$ cat config.mk
export PLATFORM = sky130hd
export DESIGN_NAME = gluclock_rtc_flat
export DESIGN_NICKNAME = d
export VERILOG_FILES = /design/src/rtl/gluclock_rtc_pkg.sv /design/src/rtl/gluclock_rtc_if.sv /design/src/rtl/gluclock_rtc_field_cnt.sv /design/src/rtl/gluclock_rtc.sv /design/src/flat_wrapper.sv
export SDC_FILE = /design/constraint.sdc
export NUM_CORES = 2
export LEC_CHECK = 0
export BUFFER_PORTS_ARGS = -buffer_cell sky130_fd_sc_hd__buf_2
export CAP_MARGIN = 20
export CELL_PAD_IN_SITES_DETAIL_PLACEMENT = 2
export CELL_PAD_IN_SITES_GLOBAL_PLACEMENT = 2
export CORE_ASPECT_RATIO = 1.5
export CORE_MARGIN = 2
export CORE_UTILIZATION = 42
export DETAILED_ROUTE_END_ITERATION = 8
export PLACE_DENSITY = 0.79
export REMOVE_ABC_BUFFERS = 1
export SKIP_LAST_GASP = 1
export SLEW_MARGIN = 20
export SYNTH_ARGS = -nofsm -noshare
export SYNTH_HDL_FRONTEND = slang
export SYNTH_SLANG_ARGS = --single-unit
$ cat constraint.sdc
create_clock -name fclk -period 6.15 [get_ports fclk]
set_input_delay 0.9225 -clock fclk [delete_from_list [all_inputs] [get_ports fclk]]
set_output_delay 0.9225 -clock fclk [all_outputs]
set_load 0.02 [all_outputs]
$ cat src/rtl/gluclock_rtc_pkg.sv
// Shared constants and calendar helpers for the gluclock MC146818-style RTC.
// Field values are held in BCD or binary depending on regB.DM.
package gluclock_rtc_pkg;

    localparam logic [7:0] RTC_SEC      = 8'h00;
    localparam logic [7:0] RTC_SEC_ALM  = 8'h01;
    localparam logic [7:0] RTC_MIN      = 8'h02;
    localparam logic [7:0] RTC_MIN_ALM  = 8'h03;
    localparam logic [7:0] RTC_HR       = 8'h04;
    localparam logic [7:0] RTC_HR_ALM   = 8'h05;
    localparam logic [7:0] RTC_DOW      = 8'h06;
    localparam logic [7:0] RTC_DATE     = 8'h07;
    localparam logic [7:0] RTC_MONTH    = 8'h08;
    localparam logic [7:0] RTC_YEAR     = 8'h09;
    localparam logic [7:0] RTC_REGA     = 8'h0A;
    localparam logic [7:0] RTC_REGB     = 8'h0B;
    localparam logic [7:0] RTC_REGC     = 8'h0C;
    localparam logic [7:0] RTC_REGD     = 8'h0D;
    localparam logic [7:0] RTC_RAM_BASE = 8'h0E;

    localparam int SET_BIT  = 7;
    localparam int DM_BIT   = 2;
    localparam int H24_BIT  = 1;
    localparam int UIP_BIT  = 7;
    localparam int AF_BIT   = 5;
    localparam int UF_BIT   = 4;
    localparam int IRQF_BIT = 7;

    typedef enum int {F_SEC, F_MIN, F_HR, F_DOW, F_DATE, F_MON, F_YEAR} field_e;
    localparam int NUM_FIELDS = 7;

    function automatic logic [7:0] bcd2bin(input logic [7:0] v);
        return 8'(v[7:4]) * 8'd10 + 8'(v[3:0]);
    endfunction

    function automatic logic [7:0] bin2bcd(input logic [7:0] v);
        return {4'(v / 8'd10), 4'(v % 8'd10)};
    endfunction

    // Converts a binary constant into the encoding currently selected by DM.
    function automatic logic [7:0] encode(input logic [7:0] v, input logic dm);
        return dm ? v : bin2bcd(v);
    endfunction

    function automatic logic [7:0] month_len(input logic [7:0] month,
                                             input logic [7:0] year,
                                             input logic       dm);
        logic [7:0] m;
        logic [7:0] y;
        logic [7:0] d;
        m = dm ? month : bcd2bin(month);
        y = dm ? year  : bcd2bin(year);
        case (m)
            8'd2:                      d = (y[1:0] == 2'b00) ? 8'd29 : 8'd28;
            8'd4, 8'd6, 8'd9, 8'd11:   d = 8'd30;
            default:                   d = 8'd31;
        endcase
        return encode(d, dm);
    endfunction

    // Alarm bytes with bits 7:6 = 11 are "don't care" and match any value.
    function automatic logic alarm_hit(input logic [7:0] alm, input logic [7:0] val);
        return (alm[7:6] == 2'b11) || (alm == val);
    endfunction

endpackage

$ cat src/rtl/gluclock_rtc_if.sv
// CMOS port access bus between the gluclock wait logic (master) and the RTC (slave).
interface gluclock_rtc_if;
    logic       req;
    logic       rnw;
    logic [7:0] addr;
    logic [7:0] wrdata;
    logic [7:0] rddata;
    logic       rd_valid;

    modport master (output req, rnw, addr, wrdata, input rddata, rd_valid);
    modport slave  (input req, rnw, addr, wrdata, output rddata, rd_valid);
endinterface

$ cat src/rtl/gluclock_rtc_field_cnt.sv
// One calendar field: BCD/binary increment with wrap-to-min and carry out.
// A CPU write in the same cycle overrides the increment and suppresses the carry.
module rtc_field_cnt #(
    parameter logic [7:0] RST_VAL = 8'h00
) (
    input  logic       fclk,
    input  logic       rst_n,
    input  logic       inc,
    input  logic       dm,
    input  logic [7:0] min,
    input  logic [7:0] max,
    input  logic       wr_en,
    input  logic [7:0] wr_val,
    output logic [7:0] value,
    output logic [7:0] value_nxt,
    output logic       carry
);

    logic       at_max;
    logic [7:0] incr;

    // NOTE: every comb output gets a default first so no path can infer a latch.
    always_comb begin
        at_max    = (value >= max);
        if (dm || value[3:0] < 4'd9) incr = value + 8'd1;
        else                          incr = {value[7:4] + 4'd1, 4'd0};
        value_nxt = value;
        if (wr_en)    value_nxt = wr_val;
        else if (inc) value_nxt = at_max ? min : incr;
        carry     = inc & at_max & ~wr_en;
    end

    // NOTE: sequential state uses non-blocking assignment so all fields see pre-edge values.
    always_ff @(posedge fclk or negedge rst_n) begin
        if (!rst_n) value <= RST_VAL;
        else        value <= value_nxt;
    end

endmodule

$ cat src/rtl/gluclock_rtc.sv
// MC146818-style CMOS/RTC serving the gluclock wait handshake: calendar clock,
// status registers A-D, alarms and general-purpose CMOS RAM.
module gluclock_rtc
    import gluclock_rtc_pkg::*;
#(
    parameter int TICK_DIV = 28000000,
    parameter int UIP_LEAD = 64
) (
    input  logic              fclk,
    input  logic              rst_n,
    gluclock_rtc_if.slave     bus,
    output logic              sec_tick
);

    localparam int PW        = (TICK_DIV > 1) ? $clog2(TICK_DIV) : 1;
    localparam int RAM_DEPTH = 256 - int'(RTC_RAM_BASE);

    logic [PW-1:0] presc;
    logic [6:0]    rega_lo;
    logic [7:0]    regb;
    logic [7:0]    sec_alm, min_alm, hr_alm;
    logic          af, uf;
    logic [7:0]    ram [RAM_DEPTH];

    logic [7:0]    f_val   [NUM_FIELDS];
    logic [7:0]    f_nxt   [NUM_FIELDS];
    logic          f_carry [NUM_FIELDS];

    logic       wr, rd, set_mode, dm, update, uip, af_set;
    logic [7:0] ram_idx, rd_mux;

    assign wr       = bus.req & ~bus.rnw;
    assign rd       = bus.req &  bus.rnw;
    assign set_mode = regb[SET_BIT];
    assign dm       = regb[DM_BIT];
    assign update   = ~set_mode & (presc == PW'(TICK_DIV - 1));
    assign uip      = (presc >= PW'(TICK_DIV - UIP_LEAD));
    assign ram_idx  = bus.addr - RTC_RAM_BASE;

    // The alarm compares against the post-update time, so a CPU write that
    // lands in the update cycle is what the alarm sees.
    assign af_set = update & alarm_hit(sec_alm, f_nxt[F_SEC])
                           & alarm_hit(min_alm, f_nxt[F_MIN])
                           & alarm_hit(hr_alm,  f_nxt[F_HR]);

    rtc_field_cnt #(.RST_VAL(8'h00)) u_sec (
        .fclk, .rst_n, .inc(update), .dm, .min(8'h00), .max(encode(8'd59, dm)),
        .wr_en(wr && bus.addr == RTC_SEC), .wr_val(bus.wrdata),
        .value(f_val[F_SEC]), .value_nxt(f_nxt[F_SEC]), .carry(f_carry[F_SEC]));

    rtc_field_cnt #(.RST_VAL(8'h00)) u_min (
        .fclk, .rst_n, .inc(f_carry[F_SEC]), .dm, .min(8'h00), .max(encode(8'd59, dm)),
        .wr_en(wr && bus.addr == RTC_MIN), .wr_val(bus.wrdata),
        .value(f_val[F_MIN]), .value_nxt(f_nxt[F_MIN]), .carry(f_carry[F_MIN]));

    rtc_field_cnt #(.RST_VAL(8'h00)) u_hr (
        .fclk, .rst_n, .inc(f_carry[F_MIN]), .dm, .min(8'h00), .max(encode(8'd23, dm)),
        .wr_en(wr && bus.addr == RTC_HR), .wr_val(bus.wrdata),
        .value(f_val[F_HR]), .value_nxt(f_nxt[F_HR]), .carry(f_carry[F_HR]));

    rtc_field_cnt #(.RST_VAL(8'h01)) u_dow (
        .fclk, .rst_n, .inc(f_carry[F_HR]), .dm, .min(8'h01), .max(8'h07),
        .wr_en(wr && bus.addr == RTC_DOW), .wr_val(bus.wrdata),
        .value(f_val[F_DOW]), .value_nxt(f_nxt[F_DOW]), .carry(f_carry[F_DOW]));

    rtc_field_cnt #(.RST_VAL(8'h01)) u_date (
        .fclk, .rst_n, .inc(f_carry[F_HR]), .dm, .min(8'h01),
        .max(month_len(f_val[F_MON], f_val[F_YEAR], dm)),
        .wr_en(wr && bus.addr == RTC_DATE), .wr_val(bus.wrdata),
        .value(f_val[F_DATE]), .value_nxt(f_nxt[F_DATE]), .carry(f_carry[F_DATE]));

    rtc_field_cnt #(.RST_VAL(8'h01)) u_mon (
        .fclk, .rst_n, .inc(f_carry[F_DATE]), .dm, .min(8'h01), .max(encode(8'd12, dm)),
        .wr_en(wr && bus.addr == RTC_MONTH), .wr_val(bus.wrdata),
        .value(f_val[F_MON]), .value_nxt(f_nxt[F_MON]), .carry(f_carry[F_MON]));

    rtc_field_cnt #(.RST_VAL(8'h00)) u_year (
        .fclk, .rst_n, .inc(f_carry[F_MON]), .dm, .min(8'h00), .max(encode(8'd99, dm)),
        .wr_en(wr && bus.addr == RTC_YEAR), .wr_val(bus.wrdata),
        .value(f_val[F_YEAR]), .value_nxt(f_nxt[F_YEAR]), .carry(f_carry[F_YEAR]));

    always_comb begin
        rd_mux = 8'h00;
        case (bus.addr)
            RTC_SEC:     rd_mux = f_val[F_SEC];
            RTC_SEC_ALM: rd_mux = sec_alm;
            RTC_MIN:     rd_mux = f_val[F_MIN];
            RTC_MIN_ALM: rd_mux = min_alm;
            RTC_HR:      rd_mux = f_val[F_HR];
            RTC_HR_ALM:  rd_mux = hr_alm;
            RTC_DOW:     rd_mux = f_val[F_DOW];
            RTC_DATE:    rd_mux = f_val[F_DATE];
            RTC_MONTH:   rd_mux = f_val[F_MON];
            RTC_YEAR:    rd_mux = f_val[F_YEAR];
            RTC_REGA:    rd_mux = {uip, rega_lo};
            RTC_REGB:    rd_mux = regb;
            RTC_REGC: begin
                rd_mux[IRQF_BIT] = af | uf;
                rd_mux[AF_BIT]   = af;
                rd_mux[UF_BIT]   = uf;
            end
            RTC_REGD:    rd_mux = 8'h80;
            default:     rd_mux = ram[ram_idx];
        endcase
    end

    always_ff @(posedge fclk or negedge rst_n) begin
        if (!rst_n) begin
            presc        <= '0;
            rega_lo      <= 7'h20;
            regb         <= 8'h02;
            sec_alm      <= 8'h00;
            min_alm      <= 8'h00;
            hr_alm       <= 8'h00;
            af           <= 1'b0;
            uf           <= 1'b0;
            sec_tick     <= 1'b0;
            bus.rddata   <= 8'h00;
            bus.rd_valid <= 1'b0;
        end else begin
            sec_tick     <= update;
            bus.rd_valid <= rd;
            if (rd) bus.rddata <= rd_mux;

            if (set_mode || update) presc <= '0;
            else                    presc <= presc + PW'(1);

            if (wr) begin
                case (bus.addr)
                    RTC_SEC_ALM: sec_alm <= bus.wrdata;
                    RTC_MIN_ALM: min_alm <= bus.wrdata;
                    RTC_HR_ALM:  hr_alm  <= bus.wrdata;
                    RTC_REGA:    rega_lo <= bus.wrdata[6:0];
                    RTC_REGB:    regb    <= bus.wrdata;
                    default: ;
                endcase
            end

            // A flag raised by this cycle's update must survive a regC read-clear,
            // so the set is placed after the clear and wins.
            if (rd && bus.addr == RTC_REGC) begin
                af <= 1'b0;
                uf <= 1'b0;
            end
            if (update) begin
                uf <= 1'b1;
                if (af_set) af <= 1'b1;
            end
        end
    end

    // NOTE: the CMOS RAM has no reset so it maps onto block RAM; its contents start undefined.
    always_ff @(posedge fclk) begin
        if (wr && bus.addr >= RTC_RAM_BASE) ram[ram_idx] <= bus.wrdata;
    end

endmodule

$ cat src/flat_wrapper.sv
// flat-port wrapper written by rule: the top's interface ports become plain ports
module gluclock_rtc_flat import gluclock_rtc_pkg::*;
#(
    parameter int TICK_DIV = 28000000,
    parameter int UIP_LEAD = 64
)
  (fclk, rst_n, sec_tick, bus_req, bus_rnw, bus_addr, bus_wrdata, bus_rddata, bus_rd_valid);
  gluclock_rtc_if bus_i ();
  input  logic fclk;
  input  logic rst_n;
  output logic sec_tick;
  input wire logic [$bits(bus_i.req)-1:0] bus_req;
  input wire logic [$bits(bus_i.rnw)-1:0] bus_rnw;
  input wire logic [$bits(bus_i.addr)-1:0] bus_addr;
  input wire logic [$bits(bus_i.wrdata)-1:0] bus_wrdata;
  output wire logic [$bits(bus_i.rddata)-1:0] bus_rddata;
  output wire logic [$bits(bus_i.rd_valid)-1:0] bus_rd_valid;
  assign bus_i.req = bus_req;
  assign bus_i.rnw = bus_rnw;
  assign bus_i.addr = bus_addr;
  assign bus_i.wrdata = bus_wrdata;
  assign bus_rddata = bus_i.rddata;
  assign bus_rd_valid = bus_i.rd_valid;
  gluclock_rtc #(.TICK_DIV(TICK_DIV), .UIP_LEAD(UIP_LEAD)) u_core (.fclk(fclk), .rst_n(rst_n), .bus(bus_i), .sec_tick(sec_tick));
endmodule
==> key figures <==
STA
  • Period utilisation layout: 90.1%
  • # setup viols final: 0
  • RSZ-0062 raised after global routing: false
  • Fmax: 181 MHz
  • Period minus WS final: 5.54 ns
  • Final hold vios: 0
  • Skew final: 0.0384 ns
  • Slew margin rel.: between 10% and 20%
  • Slew at the pin with the worst max-slew slack: 1.24 ns
  • Max-slew violations: 0
  • Fin Setup TNS: 0 ns
  • Worst hold margin: roughly 0.17 ns

Power
  • LEAKAGE: around 30 nW
  • Peak supply drop: between 200 and 250 uV
  • Final Power: 30.4 mW
  • Pwr Density: 321 nW/um^2

Setup path
  • Nature of the critical path startpoint: input port
  • Kind of critical path: in2reg
  • Worst Setup End Kind: register
  • Crit-path max FO: 41
  • CP Buf/Inv Count: 1
  • Slowest cell on crit path: nor2_1
  • CP arrival: roughly 6.0 ns
  • Critical-path cell list: buf_8 -> ha_4 -> a21oi_2 -> nor3b_1 -> xnor2_1 -> nor2_2 -> nand2_1 -> nor2_1
  • CP top delay family: simple AND/OR/NAND/NOR gates
  • Max stage delay on crit path: 1.11 ns
  • Required time worst endpoint: 6.60 ns

Clocking
  • Resize count post-CTS: 0
  • Worst-path clk slew: about 0.07 ns
  • Root buf cell: clkbuf_16
  • CTS buffer count: about 190
  • Clock Latency Late Sink: roughly 0.88 ns
  • Htree depth: 4
  • CTS tree: done
  • Hold Buf Count CTS: 0
  • CTS sink count: 2068
  • Postcts setup bufs: 0
  • CTS Buffer Depth: 4

Logic synthesis
  • Mean area per synthesized cell: between 15 and 20 sq um
  • Post-synthesis cell area: between 80000 and 90000 sq um
  • Synth Warn #: 0
  • Sequential area share after synthesis: 72.7%
  • Ys async rst share: between 6 and 7%
  • Area leader, netlist: edfxtp_1
  • Number of flops mapped to enable cells by yosys: slightly below 2000
  • Largest cells by area after synthesis: edfxtp_1 69%, mux4_2 16%, dfrtp_1 3.8%, nor2_1 1.6%, nand2_1 0.86%
  • Synth cell types: 101
  • Syn Inst Count: 4295
  • Main flop type after synthesis: edfxtp_1
  • Yosys top cell area share: 68.8%
  • Synthesized flop and latch total: a little over 2000

Outcome
  • Status: finished, final reports clean

Layout
  • Nets: 4488
  • Area growth, synth to finish: 11.9%
  • Commonest cells after routing, fill and taps aside: 1936 x edfxtp_1, 611 x mux4_2, 349 x nor2_1
  • Largest Register: u_core.ram
  • Post-route cell area: 94600 sq um
  • Share of cells above drive strength 1: between 20% and 30%
  • Filler cells: 17800
  • Number of flip-flops in the largest register: 1936
  • Top Registers: u_core.ram (1936), u_core.presc (25)
  • Most common cell after layout, fill and taps aside: edfxtp_1
  • Core Util, Final: approximately 47%

Routing
  • DR DRC count: 0
  • Final ANT Viol Nets: 0
  • Routed wire length: 312 mm
  • Pre-antenna DRT Iters: 7
  • Vias/cell: around 6.6
  • Initial DRC count: 6179
  • Post-DR wirelength/cell: 43.3 um
  • DR vias: approximately 48000

Floorplanning
  • Number of top-level pins: 30
  • Rows: 201
  • Starting Density: 42.3%
  • Core Box Area: 200000 sq um
  • Die ar.: 205000 sq um
  • Die Ht: 554 um
  • Die Span X: 370 um

Global route
  • First-pass GRT wire length: 436 mm
  • Number of global-route vias before repair: 50400
  • Total gr overflow: 0
  • Largest net degree at the start of global routing: 192
  • Initial antenna violation count: 15
  • Global Route Usage Sum: 30.5%

Placement
  • Buffers on Ports: 29
  • GPL Wtd Cong: 0.895
  • Detailed Place HPWL: 188 mm
  • Post-Place Cell Area: 88200 sq um

Run
  • Max-Cap Viols: 0

Hold path
  • HP Class: in2async
==> path summary, 6_finish.rpt <==
check | cells past startpoint | from | end | slack, ns
max | 8 | bus_addr[1] | u_core.ram[139][5] | 0.61
min | 1 | rst_n | u_core.regb[2] | 0.17
max reg2reg | 18 | u_core.u_mon.value[4] | u_core.u_year.value[3] | 0.80
min reg2reg | 1 | u_core.regb[5] | u_core.regb[5] | 0.51
max in group asynchronous | 2 | rst_n | u_core.presc[3] | 4.62
min in group fclk | 1 | bus_wrdata[3] | u_core.ram[226][3] | 0.36
==> synth_stat cells (all sizes together), types with 48 or more instances <==
cell type / number
dfrtp: 127
nand3: 80
mux4: 611
nand2: 196
mux2: 48
o21ai: 80
ha: 58
nor2: 363
a21oi: 74
edfxtp: 1936
clkbuf: 128
buf: 109
==> stage by stage <==
stage	std cells	setup slack [ns]
after detailed placement	6845	0.286
after global routing	7198	0.356
after floorplan	4058	-3.75
after global placement	6844	0.909
final	7204	0.611
after CTS	7191	0.861
==> routing by layer <==
layer | GRT usage (%) | wire, um | vias to the layer above
met5 | 0 | 67 | -
met1 | 37.9 | 111000 | 25900
met4 | 17.3 | 21500 | 10
li1 | - | - | 17800
met3 | 5.02 | 24700 | 898
met2 | 50.6 | 155000 | 3197
==> report_power, final <==
group          total [mW]  internal (mW)  switching (mW)
Combinational        2.29          0.760            1.53
Clock                12.5           6.72            5.78
Sequential           15.6           15.5           0.115
Total                30.4           22.9            7.43
==> cell families after synthesis <==
kind of cell,share of synthesized area [%]
buffers and inverters,1.55
adder cells (fa/ha/maj),0.906
AO/OA/AOI/OAI,2.59
multiplexers,17.2
XOR/XNOR,0.589
flip-flops,72.7
AND/OR/NAND/NOR,4.45
==> final cells by class <==
class,count,area (sq um),share of cell area [%]
Antenna cell,7,17.5,0.0185
Clock buffer,239,5220,5.52
Clock inverter,107,955,1.01
Inverter,45,169,0.179
Multi-Input combinational cell,1945,22000,23.2
Sequential cell,2068,61400,65.0
Tap cell,2639,3300,3.49
Timing Repair Buffer,154,1500,1.59
(Power assumes the default switching activity.)
